[config.mk]
export PLATFORM = sky130hd
export DESIGN_NAME = ex_stage_flat
export DESIGN_NICKNAME = d
export VERILOG_FILES = /design/src/rtl/ex_stage_pkg.sv /design/src/rtl/ex_stage_if.sv /design/src/rtl/ex_alu.sv /design/src/rtl/ex_stage.sv /design/src/flat_wrapper.sv
export SDC_FILE = /design/constraint.sdc
export NUM_CORES = 1
export LEC_CHECK = 0
export ABC_AREA = 1
export CAP_MARGIN = 25
export CORE_MARGIN = 4
export CORE_UTILIZATION = 29
export DETAILED_ROUTE_END_ITERATION = 12
export HOLD_SLACK_MARGIN = 0.08
export SETUP_SLACK_MARGIN = 0.05
export SYNTH_ARGS = -nofsm -noshare
export SYNTH_HDL_FRONTEND = slang
export SYNTH_SLANG_ARGS = --single-unit
[constraint.sdc]
create_clock -name clk -period 6.5 [get_ports clk]
set_input_delay 1.3 -clock clk [delete_from_list [all_inputs] [get_ports clk]]
set_output_delay 1.3 -clock clk [all_outputs]
set_load 0.01 [all_outputs]
[src/rtl/ex_stage_pkg.sv]
// Shared ISA/CPU definitions for the execute stage: data widths, ALU op codes,
// memory/control op codes, exception codes, and the EX/MEM register bundle.
package ex_stage_pkg;

    localparam int WORD_DATA_W = 32;
    localparam int WORD_ADDR_W = 30;
    localparam int REG_ADDR_W  = 5;

    typedef enum logic [3:0] {
        ALU_OP_NOP  = 4'd0,
        ALU_OP_AND  = 4'd1,
        ALU_OP_OR   = 4'd2,
        ALU_OP_XOR  = 4'd3,
        ALU_OP_ADDS = 4'd4,
        ALU_OP_ADDU = 4'd5,
        ALU_OP_SUBS = 4'd6,
        ALU_OP_SUBU = 4'd7,
        ALU_OP_SHRL = 4'd8,
        ALU_OP_SHLL = 4'd9
    } alu_op_e;

    localparam logic [1:0] MEM_OP_NOP  = 2'd0;
    localparam logic [1:0] MEM_OP_LDW  = 2'd1;
    localparam logic [1:0] MEM_OP_STW  = 2'd2;

    localparam logic [1:0] CTRL_OP_NOP  = 2'd0;
    localparam logic [1:0] CTRL_OP_WRCR = 2'd1;
    localparam logic [1:0] CTRL_OP_EXRT = 2'd2;

    localparam logic [2:0] ISA_EXP_NO_EXP     = 3'h0;
    localparam logic [2:0] ISA_EXP_EXT_INT    = 3'h1;
    localparam logic [2:0] ISA_EXP_UNDEF_INSN = 3'h2;
    localparam logic [2:0] ISA_EXP_OVERFLOW   = 3'h3;
    localparam logic [2:0] ISA_EXP_MISS_ALIGN = 3'h4;
    localparam logic [2:0] ISA_EXP_TRAP       = 3'h5;
    localparam logic [2:0] ISA_EXP_PRV_VIO    = 3'h6;

    typedef struct packed {
        logic [WORD_ADDR_W-1:0] pc;
        logic                   en;
        logic                   br_flag;
        logic [1:0]             mem_op;
        logic [WORD_DATA_W-1:0] mem_wr_data;
        logic [1:0]             ctrl_op;
        logic [REG_ADDR_W-1:0]  dst_addr;
        logic                   gpr_we_;
        logic [2:0]             exp_code;
        logic [WORD_DATA_W-1:0] out;
    } ex_reg_t;

    // Bubble: an invalid slot with no memory, control or register side effects.
    localparam ex_reg_t EX_REG_BUBBLE = '{
        pc:          30'h0,
        en:          1'b0,
        br_flag:     1'b0,
        mem_op:      MEM_OP_NOP,
        mem_wr_data: 32'h0,
        ctrl_op:     CTRL_OP_NOP,
        dst_addr:    5'h0,
        gpr_we_:     1'b1,
        exp_code:    ISA_EXP_NO_EXP,
        out:         32'h0
    };

    function automatic logic adds_ovf(input logic [31:0] a, input logic [31:0] b,
                                      input logic [31:0] s);
        return (a[31] == b[31]) && (s[31] != a[31]);
    endfunction

    function automatic logic subs_ovf(input logic [31:0] a, input logic [31:0] b,
                                      input logic [31:0] d);
        return (a[31] != b[31]) && (d[31] != a[31]);
    endfunction

endpackage

[src/rtl/ex_stage_if.sv]
// ID/EX input bundle plus EX/MEM outputs and the forwarding path of ex_stage.
// master drives the id_* side, slave is the execute stage.
interface ex_stage_if;
    import ex_stage_pkg::*;

    logic [WORD_ADDR_W-1:0] id_pc;
    logic                   id_en;
    logic [3:0]             id_alu_op;
    logic [WORD_DATA_W-1:0] id_alu_in_0;
    logic [WORD_DATA_W-1:0] id_alu_in_1;
    logic                   id_br_flag;
    logic [1:0]             id_mem_op;
    logic [WORD_DATA_W-1:0] id_mem_wr_data;
    logic [1:0]             id_ctrl_op;
    logic [REG_ADDR_W-1:0]  id_dst_addr;
    logic                   id_gpr_we_;
    logic [2:0]             id_exp_code;

    logic [WORD_DATA_W-1:0] fwd_data;
    logic [WORD_ADDR_W-1:0] ex_pc;
    logic                   ex_en;
    logic                   ex_br_flag;
    logic [1:0]             ex_mem_op;
    logic [WORD_DATA_W-1:0] ex_mem_wr_data;
    logic [1:0]             ex_ctrl_op;
    logic [REG_ADDR_W-1:0]  ex_dst_addr;
    logic                   ex_gpr_we_;
    logic [2:0]             ex_exp_code;
    logic [WORD_DATA_W-1:0] ex_out;

    modport master (
        output id_pc, id_en, id_alu_op, id_alu_in_0, id_alu_in_1, id_br_flag,
               id_mem_op, id_mem_wr_data, id_ctrl_op, id_dst_addr, id_gpr_we_,
               id_exp_code,
        input  fwd_data, ex_pc, ex_en, ex_br_flag, ex_mem_op, ex_mem_wr_data,
               ex_ctrl_op, ex_dst_addr, ex_gpr_we_, ex_exp_code, ex_out
    );

    modport slave (
        input  id_pc, id_en, id_alu_op, id_alu_in_0, id_alu_in_1, id_br_flag,
               id_mem_op, id_mem_wr_data, id_ctrl_op, id_dst_addr, id_gpr_we_,
               id_exp_code,
        output fwd_data, ex_pc, ex_en, ex_br_flag, ex_mem_op, ex_mem_wr_data,
               ex_ctrl_op, ex_dst_addr, ex_gpr_we_, ex_exp_code, ex_out
    );

endinterface

[src/rtl/ex_alu.sv]
// Combinational ALU of the execute stage with signed-overflow flag.
// Overflow is only reported when EX_OVERFLOW_EXP_EN is defined.
module ex_alu
    import ex_stage_pkg::*;
(
    input  logic [3:0]             alu_op,
    input  logic [WORD_DATA_W-1:0] in_0,
    input  logic [WORD_DATA_W-1:0] in_1,
    output logic [WORD_DATA_W-1:0] alu_out,
    output logic                   ovf
);

    logic [WORD_DATA_W-1:0] sum_s;
    logic [WORD_DATA_W-1:0] diff_s;

    assign sum_s  = in_0 + in_1;
    assign diff_s = in_0 - in_1;

    // Result select; unassigned op codes produce zero.
    always_comb begin
        alu_out = 32'h0;
        case (alu_op)
            ALU_OP_NOP:  alu_out = in_0;
            ALU_OP_AND:  alu_out = in_0 & in_1;
            ALU_OP_OR:   alu_out = in_0 | in_1;
            ALU_OP_XOR:  alu_out = in_0 ^ in_1;
            ALU_OP_ADDS: alu_out = sum_s;
            ALU_OP_ADDU: alu_out = sum_s;
            ALU_OP_SUBS: alu_out = diff_s;
            ALU_OP_SUBU: alu_out = diff_s;
            ALU_OP_SHRL: alu_out = in_0 >> in_1[4:0];
            ALU_OP_SHLL: alu_out = in_0 << in_1[4:0];
            default:     alu_out = 32'h0;
        endcase
    end

`ifdef EX_OVERFLOW_EXP_EN
    // Signed overflow for the signed add/subtract ops only.
    always_comb begin
        ovf = 1'b0;
        case (alu_op)
            ALU_OP_ADDS: ovf = adds_ovf(in_0, in_1, sum_s);
            ALU_OP_SUBS: ovf = subs_ovf(in_0, in_1, diff_s);
            default:     ovf = 1'b0;
        endcase
    end
`else
    assign ovf = 1'b0;
`endif

endmodule

[src/rtl/ex_stage.sv]
// Execute stage: ALU, forwarding of the raw result, and the EX/MEM pipeline
// register (reset > stall > flush > load). Optional macro: EX_OVERFLOW_EXP_EN.
module ex_stage
    import ex_stage_pkg::*;
(
    input  logic       clk,
    input  logic       reset,
    input  logic       stall,
    input  logic       flush,
    ex_stage_if.slave  bus
);

    logic [WORD_DATA_W-1:0] alu_out_s;
    logic                   alu_ovf_s;
    ex_reg_t                load_s;
    ex_reg_t                ex_reg_d;
    ex_reg_t                ex_reg_q;

    ex_alu u_alu (
        .alu_op  (bus.id_alu_op),
        .in_0    (bus.id_alu_in_0),
        .in_1    (bus.id_alu_in_1),
        .alu_out (alu_out_s),
        .ovf     (alu_ovf_s)
    );

    assign bus.fwd_data = alu_out_s;

    // Incoming instruction as it would enter EX/MEM; an overflowing instruction
    // loses its store and writeback, but an earlier exception is kept as is.
    always_comb begin
        load_s.pc          = bus.id_pc;
        load_s.en          = bus.id_en;
        load_s.br_flag     = bus.id_br_flag;
        load_s.mem_wr_data = bus.id_mem_wr_data;
        load_s.ctrl_op     = bus.id_ctrl_op;
        load_s.dst_addr    = bus.id_dst_addr;
        load_s.out         = alu_out_s;
        if (alu_ovf_s && (bus.id_exp_code == ISA_EXP_NO_EXP)) begin
            load_s.exp_code = ISA_EXP_OVERFLOW;
            load_s.mem_op   = MEM_OP_NOP;
            load_s.gpr_we_  = 1'b1;
        end else begin
            load_s.exp_code = bus.id_exp_code;
            load_s.mem_op   = bus.id_mem_op;
            load_s.gpr_we_  = bus.id_gpr_we_;
        end
    end

    // Next register value; stall beats flush.
    always_comb begin
        if (stall) begin
            ex_reg_d = ex_reg_q;
        end else if (flush) begin
            ex_reg_d = EX_REG_BUBBLE;
        end else begin
            ex_reg_d = load_s;
        end
    end

    // EX/MEM pipeline register with synchronous reset.
    always_ff @(posedge clk) begin
        if (reset) begin
            ex_reg_q <= EX_REG_BUBBLE;
        end else begin
            ex_reg_q <= ex_reg_d;
        end
    end

    assign bus.ex_pc          = ex_reg_q.pc;
    assign bus.ex_en          = ex_reg_q.en;
    assign bus.ex_br_flag     = ex_reg_q.br_flag;
    assign bus.ex_mem_op      = ex_reg_q.mem_op;
    assign bus.ex_mem_wr_data = ex_reg_q.mem_wr_data;
    assign bus.ex_ctrl_op     = ex_reg_q.ctrl_op;
    assign bus.ex_dst_addr    = ex_reg_q.dst_addr;
    assign bus.ex_gpr_we_     = ex_reg_q.gpr_we_;
    assign bus.ex_exp_code    = ex_reg_q.exp_code;
    assign bus.ex_out         = ex_reg_q.out;

endmodule

[src/flat_wrapper.sv]
// flat-port wrapper written by rule: the top's interface ports become plain ports
module ex_stage_flat import ex_stage_pkg::*;
  (clk, reset, stall, flush, bus_id_pc, bus_id_en, bus_id_alu_op, bus_id_alu_in_0, bus_id_alu_in_1, bus_id_br_flag, bus_id_mem_op, bus_id_mem_wr_data, bus_id_ctrl_op, bus_id_dst_addr, bus_id_gpr_we_, bus_id_exp_code, bus_fwd_data, bus_ex_pc, bus_ex_en, bus_ex_br_flag, bus_ex_mem_op, bus_ex_mem_wr_data, bus_ex_ctrl_op, bus_ex_dst_addr, bus_ex_gpr_we_, bus_ex_exp_code, bus_ex_out);
  ex_stage_if bus_i ();
  input  logic clk;
  input  logic reset;
  input  logic stall;
  input  logic flush;
  input wire logic [$bits(bus_i.id_pc)-1:0] bus_id_pc;
  input wire logic [$bits(bus_i.id_en)-1:0] bus_id_en;
  input wire logic [$bits(bus_i.id_alu_op)-1:0] bus_id_alu_op;
  input wire logic [$bits(bus_i.id_alu_in_0)-1:0] bus_id_alu_in_0;
  input wire logic [$bits(bus_i.id_alu_in_1)-1:0] bus_id_alu_in_1;
  input wire logic [$bits(bus_i.id_br_flag)-1:0] bus_id_br_flag;
  input wire logic [$bits(bus_i.id_mem_op)-1:0] bus_id_mem_op;
  input wire logic [$bits(bus_i.id_mem_wr_data)-1:0] bus_id_mem_wr_data;
  input wire logic [$bits(bus_i.id_ctrl_op)-1:0] bus_id_ctrl_op;
  input wire logic [$bits(bus_i.id_dst_addr)-1:0] bus_id_dst_addr;
  input wire logic [$bits(bus_i.id_gpr_we_)-1:0] bus_id_gpr_we_;
  input wire logic [$bits(bus_i.id_exp_code)-1:0] bus_id_exp_code;
  output wire logic [$bits(bus_i.fwd_data)-1:0] bus_fwd_data;
  output wire logic [$bits(bus_i.ex_pc)-1:0] bus_ex_pc;
  output wire logic [$bits(bus_i.ex_en)-1:0] bus_ex_en;
  output wire logic [$bits(bus_i.ex_br_flag)-1:0] bus_ex_br_flag;
  output wire logic [$bits(bus_i.ex_mem_op)-1:0] bus_ex_mem_op;
  output wire logic [$bits(bus_i.ex_mem_wr_data)-1:0] bus_ex_mem_wr_data;
  output wire logic [$bits(bus_i.ex_ctrl_op)-1:0] bus_ex_ctrl_op;
  output wire logic [$bits(bus_i.ex_dst_addr)-1:0] bus_ex_dst_addr;
  output wire logic [$bits(bus_i.ex_gpr_we_)-1:0] bus_ex_gpr_we_;
  output wire logic [$bits(bus_i.ex_exp_code)-1:0] bus_ex_exp_code;
  output wire logic [$bits(bus_i.ex_out)-1:0] bus_ex_out;
  assign bus_i.id_pc = bus_id_pc;
  assign bus_i.id_en = bus_id_en;
  assign bus_i.id_alu_op = bus_id_alu_op;
  assign bus_i.id_alu_in_0 = bus_id_alu_in_0;
  assign bus_i.id_alu_in_1 = bus_id_alu_in_1;
  assign bus_i.id_br_flag = bus_id_br_flag;
  assign bus_i.id_mem_op = bus_id_mem_op;
  assign bus_i.id_mem_wr_data = bus_id_mem_wr_data;
  assign bus_i.id_ctrl_op = bus_id_ctrl_op;
  assign bus_i.id_dst_addr = bus_id_dst_addr;
  assign bus_i.id_gpr_we_ = bus_id_gpr_we_;
  assign bus_i.id_exp_code = bus_id_exp_code;
  assign bus_fwd_data = bus_i.fwd_data;
  assign bus_ex_pc = bus_i.ex_pc;
  assign bus_ex_en = bus_i.ex_en;
  assign bus_ex_br_flag = bus_i.ex_br_flag;
  assign bus_ex_mem_op = bus_i.ex_mem_op;
  assign bus_ex_mem_wr_data = bus_i.ex_mem_wr_data;
  assign bus_ex_ctrl_op = bus_i.ex_ctrl_op;
  assign bus_ex_dst_addr = bus_i.ex_dst_addr;
  assign bus_ex_gpr_we_ = bus_i.ex_gpr_we_;
  assign bus_ex_exp_code = bus_i.ex_exp_code;
  assign bus_ex_out = bus_i.ex_out;
  ex_stage u_core (.clk(clk), .reset(reset), .stall(stall), .flush(flush), .bus(bus_i));
endmodule
After elaboration in Yosys (flattened, before gate mapping)
Cells that the tools add are included.

cells by class
  $add $sub $neg = 2
  $mul = 0
  div/mod/pow operators = 0
  magnitude comparators = 0
  equal/unequal tests = 9
  shifts and indexed selects = 2
  muxes and demuxes = 2
  bitwise operators = 3
  reductions and logical operators = 3

operators with widths
  cell                number
  $pmux 32 s8         1
  $mux 109            1
  $add 32x32->32      1
  $and 32x32->32      1
  $or 32x32->32       1
  $shl 32x5->32       1
  $shr 32x5->32       1
  $sub 32x32->32      1
  $xor 32x32->32      1
  $eq 4x3->1 const B  4
  $eq 4x2->1 const B  2
  $eq 4x4->1 const B  2
  $eq 4x1->1 const B  1
  $logic_not 4->1     1
  $reduce_or 2->1     2

storage, ports and cells
  bits in registers = 109
  bits in latches = 0
  bits in writable memories = 0
  bits in read-only memories = 0
  bits of input ports = 149
  output and inout port bits = 141
  logic and storage cells = 31
  memories = 0

Depth between registers and ports, before layout
  depth after elaboration = 4
  depth in mapped cells = 28
  depth with buffers taken out = 25

Cells and area by module
Synthesis repeated with hierarchy kept, for this count alone.

second synthesis, totals
  cells, all modules = 2210
  area total of the unflattened synthesis = 12406.9 um2

by module, submodules not included
  module    times used  cells each  area each (um2)  sequential area each (um2)
  ex_alu    1           1727        8632.0           0.0
  ex_stage  1           483         3774.9           2182.1

Least setup slack after synthesis
OpenSTA, ideal clock, no wires.

  path type = input to output
  start point = input port bus_id_alu_in_1[1]
  end point = output port bus_fwd_data[27]
  arrival = 4096 ps
  required time = 5200 ps
  setup slack = 1104 ps
  cell stages on the path = 21
  path buffers = 3
  path through = buf_4 > inv_2 > buf_6 > buf_2 > ha_1 > nand3_2 > nor2_2 > nand2_1 > or2_4 > o21ai_4 > o211ai_1 > xor2_1 > ha_1 > nand2_1 > nor2_1 > inv_1 > nor3_1 > nand2_1 > nand3_1 > nand3_1 > nand2_1

on the way
  cells in the longest elaborated chain, start to end = 2
  elaborated cells between the ends (all ways) = 5
  those cells by class = 2 x add/sub; 2 x shift; 1 x mux

ends and longest elaborated chain
  item                                    line                source
  from (decl)                             flat_wrapper.sv:13  input wire logic [$bits(bus_i.id_alu_in_1)-1:0] bus_id_alu_in_1;
  $sub 32x32->32 (tied with other cells)  ex_alu.sv:17        assign diff_s = in_0 - in_1;
  $pmux 32 s8 (*)                         ex_alu.sv:22        case (alu_op)
  to (decl)                               flat_wrapper.sv:21  output wire logic [$bits(bus_i.fwd_data)-1:0] bus_fwd_data;

Every way passes the cells marked *; elsewhere a longest branch is shown, timed or not.

Final worst setup path
  start point = input port bus_id_alu_in_1[0]
  end point = output port bus_fwd_data[18]

Same word-level chain as after synthesis.

==> results.py <==
metrics = {
    "grt": {
        "antenna_found_initial": 2,
        "grt_usage_pct": 23.6,
        "grt_pass1_wl_mm": 83.8,
        "grt_pass1_vias": 14000,
        "overflow": 0,
        "grt_max_degree": 82,
    },
    "placement": {
        "io_buffers": 289,
        "gp_congestion": 1.03,
        "dp.cells": 2907,
        "pre_cts_slack_ns": 0.0439,
        "hpwl_mm": 45.0,
        "placed_area_um2": 15500,
    },
    "logic_synthesis": {
        "synth_seq_cells": 109,
        "synth_area_per_cell_um2": 5.64,
        "ys.flop_type": "dfxtp_1",
        "synth.distinct_cells": 54,
        "syn_area_um2": 12100,
        "synth-seq-area-share_pct": 18.0,
        "synth_fa_ha_area_share_pct": 10.2,
        "yosys_warnings": 0,
        "synth_mux_area_share_pct": 0,
        "synth_edf_count": 0,
        "synth_top_family_by_area": "simple AND/OR/NAND/NOR gates",
        "yosys.area_share.simple_pct": 45.6,
        "synth-compound-area-share_pct": 12.9,
        "syn_nets": 2395,
        "postSynthCellCount": 2148,
        "synthXorXnorAreaFrac_pct": 2.39,
        "async_flop_share_pct": 0,
    },
    "timing": {
        "setup_tns_ns": 0,
        "maxSlewViolCount": 0,
        "setup_ws_ns": 0.271,
        "finalSetupViolations": 0,
        "skew_ns": 0,
        "period_minus_slack_ns": 6.23,
        "fin_crit_sh_pct": 95.8,
        "grt_setup_unrepaired": "true",
        "worst_pin_slew_ns": 0.856,
        "slew_headroom_pct": 42.9,
        "max_freq_mhz": 161,
        "final_hold_viol_count": 0,
    },
    "routing": {
        "vias": 15100,
        "drt_first_pass_iters": 6,
        "drc": 0,
        "drt-initial-drc-count": 1658,
        "via_per_inst": 5.15,
        "wirelength_mm": 55.4,
        "ant_nets": 0,
        "wl_per_cell_um": 18.9,
    },
    "floorplan": {
        "die_w_um": 212,
        "core_um2": 41000,
        "die_h_um": 212,
        "pin_count": 290,
        "die_area_um2": 45100,
        "rows": 74,
        "start_util_pct": 29.5,
    },
    "power": {
        "max-vdd-ir-drop_mv": 0.108,
        "power_density_nw_per_um2": 148,
        "power.leakage_nw": 7.59,
    },
    "finish": {
        "post-route-util_pct": 38.9,
        "fin_nets": 2637,
        "syn_to_final_growth_pct": 32.0,
        "drive_above_1_share_pct": 5.43,
        "finalInstanceArea_um2": 16000,
        "layoutNonFillerInstCount": 2929,
        "final_cell_mix": "799 x nand2_1, 325 x nand3_1, 269 x clkdlybuf4s50_1, 203 x inv_1, 179 x a21oi_1",
        "mostFrequentLayoutCell": "nand2_1",
    },
    "cts": {
        "clk_latency_ns": 0.36,
        "cts_hold_buffers": 0,
        "cts_inserted_buffers": 9,
        "htreeDepth": 3,
        "path_clk_slew_ns": 0.07,
        "numClockSinks": 109,
        "cts.path.max_buffers": 2,
        "cts_tree": "yes",
        "cts_root_buf": "clkbuf_16",
    },
    "worst_hold_path": {
        "hold_class": "reg -> reg",
        "hold_path_startpoint": "u_core.bus.ex_out[17]",
    },
    "status": {
        "status": "finished clean",
    },
    "critical_path": {
        "crit_chain": "clkdlybuf4s50_1 -> inv_6 -> ha_1 -> nand3_2 -> nor2_2 -> nand2_1 -> or2_4 -> o21ai_1 -> xor2_1 -> ha_1 -> nand2_1 -> nor2_2 -> inv_1 -> nor2_2 -> buf_4 -> nand2_1 -> nand4_1 -> nand3_1 -> nand2_1 -> clkdlybuf4s50_1",
        "critPathLaunch": "bus_id_alu_in_1[0]",
        "cp_slowest_cell": "clkdlybuf4s50_1",
        "cpLargestDelayFamily": "simple AND/OR/NAND/NOR gates",
        "crit_top_cell": "nand2_1",
        "start_kind": "input pin",
        "crit_path_max_incr_delay_ns": 0.57,
        "end_kind": "output pin",
        "timing.rr.start": "u_core.bus.ex_gpr_we_",
        "path_class": "in -> out",
        "worstPathBufferInverterCount": 5,
        "critPathMaxFanout": 5,
        "crit_arrival_ns": 4.93,
        "required_ns": 5.20,
    },
    "run": {
        "maxCapViolCount": 0,
    },
}
where the power goes:
group / switching, mW / internal (mW)
sequential: 0.0128 / 0.694
clock: 0.292 / 0.274
combinational: 0.679 / 0.418
total: 0.984 / 1.39
cell families after synthesis:
kind of cell,Yosys count
DFF,109
buffers and inverters,316
adders and majority gates,98
xor gates and xnor gates,33
and+or+nand+nor,1306
AOI/OAI and AO/OA,286
area by class of cell:
class | instances | area (um2)
fill | 4464 | 25000
inverter | 214 | 811
multi-input combinational | 1723 | 8710
tap | 532 | 666
sequential | 109 | 2180
clock buffer | 9 | 225
clock inverter | 7 | 76.3
timing repair buffer | 333 | 3300
antenna | 2 | 5.00
synthesized netlist by cell type (all sizes together), types with 13 or more instances:
library cell | count | share of area, %
a21oi | 181 | 7.5
buf | 59 | 2.9
clkbuf | 43 | 1.3
dfxtp | 109 | 18
ha | 97 | 10
inv | 211 | 6.6
nand2 | 809 | 25
nand3 | 328 | 14
nor2 | 109 | 3.7
nor3 | 16 | 0.70
o211ai | 13 | 0.81
o21ai | 66 | 2.9
xor2 | 31 | 2.2
flip-flops by register name (all words and copies together), names as in the netlist:
| name | count |
|---|---|
| u_core.bus.ex_pc | 30 |
| u_core.bus.ex_br_flag | 1 |
| u_core.bus.ex_en | 1 |
| u_core.bus.ex_exp_code | 3 |
| u_core.bus.ex_gpr_we_ | 1 |
| u_core.bus.ex_out | 32 |
| u_core.bus.ex_mem_wr_data | 32 |
| u_core.bus.ex_dst_addr | 5 |
| u_core.bus.ex_mem_op | 2 |
| u_core.bus.ex_ctrl_op | 2 |
repair_timing:
action / in CTS / in global routing
endpoints found under the setup margin: 1 / 21
gates resized for setup: 1 / 49
pin swaps: 1 / 5
buffers inserted: 0 / 4
path summary, 6_finish.rpt:
check | to | slack, ns | depth (start not counted)
setup reg to reg | u_core.bus.ex_gpr_we_ | 5.81 | 1
hold / removal | u_core.bus.ex_out[17] | 0.46 | 2
setup / recovery | bus_fwd_data[18] | 0.27 | 20
hold reg to reg | u_core.bus.ex_out[17] | 0.46 | 2
through the flow:
step	hold WS (ns)	power, mW
3_3_place_gp	0.449	1.79
6_report	0.465	2.37
5_1_grt	0.484	2.52
3_5_place_dp	0.454	1.79
2_1_floorplan	0.481	1.32
4_1_cts	0.467	2.36
layer usage:
layer / up-vias / global-route usage, % / share of wire [%]
li1: 7441 / - / -
met4: 0 / 6.60 / 3.1
met2: 643 / 39.7 / 47
met3: 85 / 2.85 / 6.9
met1: 6909 / 31.9 / 43
met5: - / 0 / 0
No activity file was read; power rests on OpenSTA's default activity.
